**config.mk**
```make
export PLATFORM = sky130hd
export DESIGN_NAME = temp_alarm_controller
export DESIGN_NICKNAME = d
export VERILOG_FILES = /design/src/rtl/temp_alarm_controller.sv
export SDC_FILE = /design/constraint.sdc
export NUM_CORES = 1
export LEC_CHECK = 0
export ABC_AREA = 1
export BUFFER_PORTS_ARGS = -buffer_cell sky130_fd_sc_hd__clkbuf_2
export CAP_MARGIN = 20
export CORE_ASPECT_RATIO = 0.8
export CORE_MARGIN = 4
export CORE_UTILIZATION = 47
export CTS_CLUSTER_SIZE = 8
export DETAILED_ROUTE_END_ITERATION = 12
export PLACE_DENSITY_LB_ADDON = 0.08
export SYNTH_ARGS = -nofsm -noshare
export SYNTH_HDL_FRONTEND = slang
export SYNTH_SLANG_ARGS = --single-unit
```
**constraint.sdc**
```tcl
create_clock -name clk -period 2.56 [get_ports clk]
set_input_delay 0.256 -clock clk [delete_from_list [all_inputs] [get_ports clk]]
set_output_delay 0.256 -clock clk [all_outputs]
set_load 0.01 [all_outputs]
```
**src/rtl/temp_alarm_controller.sv**
```systemverilog
// Alarm policy stage behind the temperature abnormality detector: debounces typed flags,
// latches an alarm, drives heater/cooler, and clears only after sustained normal plus operator ack.
module temp_alarm_controller #(
    parameter int DEBOUNCE_CYCLES = 4,
    parameter int CLEAR_CYCLES    = 8,
    parameter int CNT_W           = 8
) (
    input  logic             clk,
    input  logic             rstN,
    input  logic             sampleValid,
    input  logic             lowTempAbnormality,
    input  logic             highTempAbnormality,
    input  logic             alarmAck,
    output logic             heaterOn,
    output logic             coolerOn,
    output logic             alarmActive,
    output logic [1:0]       alarmType,
    output logic [CNT_W-1:0] lowEventCount,
    output logic [CNT_W-1:0] highEventCount,
    output logic             conflictError,
    output logic [2:0]       stateDbg
);

    // sampleValid is a valid-only strobe: the flags are consumed on every rising edge where it
    // is 1 and ignored otherwise; there is no back-pressure toward the detector.
    typedef enum logic [2:0] {
        S_IDLE       = 3'd0,
        S_LOW_PEND   = 3'd1,
        S_HIGH_PEND  = 3'd2,
        S_LOW_ALARM  = 3'd3,
        S_HIGH_ALARM = 3'd4,
        S_RECOVER    = 3'd5
    } state_t;

    localparam logic [3:0]       DEB_LAST = 4'(DEBOUNCE_CYCLES - 1);
    localparam logic [7:0]       CLR_LAST = 8'(CLEAR_CYCLES - 1);
    localparam logic [CNT_W-1:0] CNT_ONE  = CNT_W'(1);

    state_t           state_q, state_d;
    logic             rec_high_q, rec_high_d;
    logic [3:0]       deb_q, deb_d;
    logic [7:0]       clr_q, clr_d;
    logic [CNT_W-1:0] low_cnt_q, low_cnt_d;
    logic [CNT_W-1:0] high_cnt_q, high_cnt_d;
    logic             conflict_q, conflict_d;

    logic is_low, is_high, is_norm, is_conf;

    assign is_low  = sampleValid &  lowTempAbnormality & ~highTempAbnormality;
    assign is_high = sampleValid & ~lowTempAbnormality &  highTempAbnormality;
    assign is_norm = sampleValid & ~lowTempAbnormality & ~highTempAbnormality;
    assign is_conf = sampleValid &  lowTempAbnormality &  highTempAbnormality;

    always_comb begin
        state_d    = state_q;
        rec_high_d = rec_high_q;
        deb_d      = deb_q;
        clr_d      = clr_q;
        low_cnt_d  = low_cnt_q;
        high_cnt_d = high_cnt_q;
        conflict_d = is_conf;

        case (state_q)
            S_IDLE: begin
                if (is_low) begin
                    state_d = S_LOW_PEND;
                    deb_d   = 4'd1;
                end else if (is_high) begin
                    state_d = S_HIGH_PEND;
                    deb_d   = 4'd1;
                end
            end
            S_LOW_PEND: begin
                if (is_low) begin
                    if (deb_q == DEB_LAST) begin
                        state_d = S_LOW_ALARM;
                        deb_d   = 4'd0;
                        clr_d   = 8'd0;
                        if (low_cnt_q != '1) low_cnt_d = low_cnt_q + CNT_ONE;
                    end else begin
                        deb_d = deb_q + 4'd1;
                    end
                end else if (is_norm) begin
                    state_d = S_IDLE;
                    deb_d   = 4'd0;
                end else if (is_high) begin
                    state_d = S_HIGH_PEND;
                    deb_d   = 4'd1;
                end
            end
            S_HIGH_PEND: begin
                if (is_high) begin
                    if (deb_q == DEB_LAST) begin
                        state_d = S_HIGH_ALARM;
                        deb_d   = 4'd0;
                        clr_d   = 8'd0;
                        if (high_cnt_q != '1) high_cnt_d = high_cnt_q + CNT_ONE;
                    end else begin
                        deb_d = deb_q + 4'd1;
                    end
                end else if (is_norm) begin
                    state_d = S_IDLE;
                    deb_d   = 4'd0;
                end else if (is_low) begin
                    state_d = S_LOW_PEND;
                    deb_d   = 4'd1;
                end
            end
            S_LOW_ALARM: begin
                if (is_low) begin
                    clr_d = 8'd0;
                end else if (is_norm) begin
                    if (clr_q == CLR_LAST) begin
                        state_d    = S_RECOVER;
                        rec_high_d = 1'b0;
                        clr_d      = 8'd0;
                    end else begin
                        clr_d = clr_q + 8'd1;
                    end
                end else if (is_high) begin
                    state_d = S_HIGH_PEND;
                    deb_d   = 4'd1;
                    clr_d   = 8'd0;
                end
            end
            S_HIGH_ALARM: begin
                if (is_high) begin
                    clr_d = 8'd0;
                end else if (is_norm) begin
                    if (clr_q == CLR_LAST) begin
                        state_d    = S_RECOVER;
                        rec_high_d = 1'b1;
                        clr_d      = 8'd0;
                    end else begin
                        clr_d = clr_q + 8'd1;
                    end
                end else if (is_low) begin
                    state_d = S_LOW_PEND;
                    deb_d   = 4'd1;
                    clr_d   = 8'd0;
                end
            end
            S_RECOVER: begin
                // A fresh abnormal sample outranks the operator's acknowledge.
                if (is_low) begin
                    if (!rec_high_q) begin
                        state_d = S_LOW_ALARM;
                        clr_d   = 8'd0;
                    end else begin
                        state_d = S_LOW_PEND;
                        deb_d   = 4'd1;
                    end
                end else if (is_high) begin
                    if (rec_high_q) begin
                        state_d = S_HIGH_ALARM;
                        clr_d   = 8'd0;
                    end else begin
                        state_d = S_HIGH_PEND;
                        deb_d   = 4'd1;
                    end
                end else if (alarmAck && !is_conf) begin
                    state_d    = S_IDLE;
                    rec_high_d = 1'b0;
                    deb_d      = 4'd0;
                    clr_d      = 8'd0;
                end
            end
            default: begin
                state_d = S_IDLE;
                deb_d   = 4'd0;
                clr_d   = 8'd0;
            end
        endcase

        // Conflicting flags carry no usable information; everything holds.
        if (is_conf) begin
            state_d    = state_q;
            rec_high_d = rec_high_q;
            deb_d      = deb_q;
            clr_d      = clr_q;
            low_cnt_d  = low_cnt_q;
            high_cnt_d = high_cnt_q;
        end
    end

    always_ff @(posedge clk) begin
        if (!rstN) begin
            state_q    <= S_IDLE;
            rec_high_q <= 1'b0;
            deb_q      <= 4'd0;
            clr_q      <= 8'd0;
            low_cnt_q  <= '0;
            high_cnt_q <= '0;
            conflict_q <= 1'b0;
        end else begin
            state_q    <= state_d;
            rec_high_q <= rec_high_d;
            deb_q      <= deb_d;
            clr_q      <= clr_d;
            low_cnt_q  <= low_cnt_d;
            high_cnt_q <= high_cnt_d;
            conflict_q <= conflict_d;
        end
    end

    always_comb begin
        heaterOn    = (state_q == S_LOW_ALARM);
        coolerOn    = (state_q == S_HIGH_ALARM);
        alarmActive = (state_q == S_LOW_ALARM) || (state_q == S_HIGH_ALARM) ||
                      (state_q == S_RECOVER);
        alarmType   = 2'b00;
        if (state_q == S_LOW_ALARM)  alarmType = 2'b01;
        if (state_q == S_HIGH_ALARM) alarmType = 2'b10;
        if (state_q == S_RECOVER)    alarmType = rec_high_q ? 2'b10 : 2'b01;
    end

    assign lowEventCount  = low_cnt_q;
    assign highEventCount = high_cnt_q;
    assign conflictError  = conflict_q;
    assign stateDbg       = state_q;

endmodule

```
==> impl_metrics.json <==
{
  "syn-num-nets": 378,
  "die_h_um": 70,
  "power_mw": 1.179,
  "p_per_area_nw_per_um2": 459.8,
  "yosysWarningCount": 0,
  "start_kind": "register",
  "cts_resized": 0,
  "final_hold_viol_count": 0,
  "core_um2": 4624,
  "synth_cell_types": 31,
  "ys_ff_latch": 33,
  "drt_iter0_drc": 144,
  "num_io_pins": 31,
  "grt_max_degree": 29,
  "first_pass_iters": 4,
  "path_clk_slew_ns": 0.08,
  "post-route-period-util": 0.7512,
  "clock-sinks": 33,
  "drc_errors": 0,
  "fmax_ghz": 0.5200,
  "r2r_slack_ns": 0.64,
  "clk-insertion-delay-late_ns": 0.29,
  "max-slew-margin-rel": 0.6290,
  "grt_use_total": 0.2002,
  "min_path_type": "in2reg",
  "vias": 2354,
  "finalMaxSlewViolations": 0,
  "rsz0062_at_grt": "no",
  "synth_cells": 368,
  "worstPathRequired_ns": 2.78,
  "clockBufferDepth": 2,
  "final_nets": 409,
  "grt_pass1_vias": 2086,
  "crit_start": "stateDbg[2]$_SDFFE_PN0P_",
  "status": "finished clean",
  "netlist.area_leader.share": 0.2925,
  "yosysTopAreaCell": "dfxtp_1",
  "fin_setup_tns_ns": 0,
  "routedWlPerCell_um": 12.63,
  "die-area_um2": 5985,
  "worstPathArrival_ns": 2.14,
  "grt_pass1_wl_mm": 9.770,
  "setup_viol": 0,
  "cts_max_level": 2,
  "regArea_um2": 660.6,
  "skew_ns": 0.01082,
  "period_minus_slack_ns": 1.923,
  "post-route-util": 0.5547,
  "cap_violations": 0,
  "dp_hpwl_mm": 4.362,
  "layout_commonest_cell": "nand2_1",
  "overflow": 0,
  "cts_setup_buffers": 0,
  "n_antenna_cell": 0,
  "reg2reg_to": "deb_q[0]$_SDFFE_PN0P_",
  "crit_fanout": 11,
  "numCtsBuffers": 5,
  "syn_area_per_cell_um2": 6.137,
  "routed_wirelength_mm": 5.810,
  "ir_worst_vdd_uv": 243.3,
  "power_leakage_nw": 1.243,
  "worstSetupEndpoint": "deb_q[0]$_SDFFE_PN0P_",
  "timing.rr.start": "stateDbg[2]$_SDFFE_PN0P_",
  "worst_slew_pin_slew_ns": 0.5545,
  "grt_antenna_before_repair": 0,
  "whs_ns": 0.2723,
  "port_buffers": 30,
  "rows": 22,
  "antenna_left": 0,
  "gp_congestion": 0.9666,
  "vias_per_cell": 5.117,
  "syn_area_um2": 2258,
  "synth_area_leaders": "dfxtp_1 (29%), nand2_1 (19%), inv_1 (7.0%), a21oi_1 (6.6%), nor2_1 (6.5%)",
  "hold_buffers": 0,
  "layout_common_cells": "nand2_1 (113), inv_1 (42), nor2_1 (39)",
  "multi_input_area_um2": 1383,
  "yosysSeqAreaShare": 0.2925,
  "layout-drive-gt1-share": 0.1350,
  "cts_tree": "done",
  "cts_root_buf": "clkbuf_8",
  "path_class": "reg2reg",
  "initial_utilization": 0.4884,
  "end_kind": "register",
  "rr_worst_depth": 10,
  "die_width_um": 85.50,
  "n_fill_cell": 476,
  "area_delta_synth_final_pct": 13.57
}
## area by class of cell
class                           count  area share
Clock buffer                        7     0.03366
Clock inverter                      1     0.01171
Inverter                           46     0.06732
Multi-Input combinational cell    282      0.5390
Sequential cell                    33      0.2576
Tap cell                           60     0.02927
Timing Repair Buffer               31     0.06146
## report_power, final
group          total [mW]  leakage [nW]  switching [mW]  internal, mW
Clock               0.522        0.0585           0.204         0.317
Combinational       0.131         0.918          0.0922        0.0385
Sequential          0.527         0.266         0.00859         0.518
## synth_stat cells
library cell and count:
a21boi_0 1, a21oi_1 30, a31o_2 1, a31oi_1 1, buf_1 1, buf_2 1
buf_4 2, buf_6 1, clkbuf_1 2, dfxtp_1 33, ha_1 4, inv_1 42
inv_2 4, nand2_1 113, nand2_2 2, nand3_1 26, nand3_2 4, nand3b_1 1
nand4_1 10, nor2_1 39, nor2_2 1, nor2_4 1, nor3_1 7, nor3_2 3
nor4_1 1, o2111ai_1 2, o21a_1 4, o21ai_0 18, o21ai_1 1, xnor2_1 4
xor2_1 8
## per-layer routing
layer	global-route usage	vias up	wire length, um
li1	-	1252	-
met1	0.2808	1039	2917
met2	0.3052	59	2495
met3	0.05896	4	359
met4	0.03691	0	38
met5	0	-	0
## worst min path at each step
stage,start,to,depth (start not counted)
final,rstN,highEventCount[4]$_SDFFE_PN0P_,3
after global routing,rstN,rec_high_q$_SDFFE_PN0P_,3
after detailed placement,clr_q[7]$_SDFFE_PN0P_,clr_q[7]$_SDFFE_PN0P_,2
after global placement,clr_q[7]$_SDFFE_PN0P_,clr_q[7]$_SDFFE_PN0P_,2
after floorplan,rstN,rec_high_q$_SDFFE_PN0P_,2
after CTS,rstN,highEventCount[4]$_SDFFE_PN0P_,3
## sequential cells by signal (all words and copies together) (netlist names)
register and flops:
lowEventCount 8, highEventCount 8, clr_q 8, conflictError 1, rec_high_q 1, stateDbg 3
deb_q 4
## through the flow
stage,instances,setup slack [ns],area (um2)
4_1_cts,460,0.6566,2565
2_1_floorplan,368,1.075,2258
3_3_place_gp,452,0.6912,2449
3_5_place_dp,452,0.7042,2449
6_report,460,0.6369,2565
5_1_grt,460,0.4043,2565
## cell families (layout without fill, tap and decap cells)
logic type | after synthesis | in the layout | synth area share
AND/OR/NAND/NOR | 208 | 208 | 0.4039
AO/OA/AOI/OAI | 58 | 58 | 0.1396
buffers and inverters | 53 | 85 | 0.09528
flip-flops | 33 | 33 | 0.2925
XOR/XNOR | 12 | 12 | 0.04654
adder cells (fa/ha/maj) | 4 | 4 | 0.02216
## critical path: stages, from the launching register on
cell and delay [ns]:
dfxtp_1 0.59, inv_1 0.15, nand3_1 0.18, nand2_1 0.16
nand2_1 0.11, nand2_1 0.06, nor2_1 0.15, inv_1 0.10
nor2_4 0.15, nand2_1 0.07, a21oi_1 0.12
(Power assumes the default switching activity.)
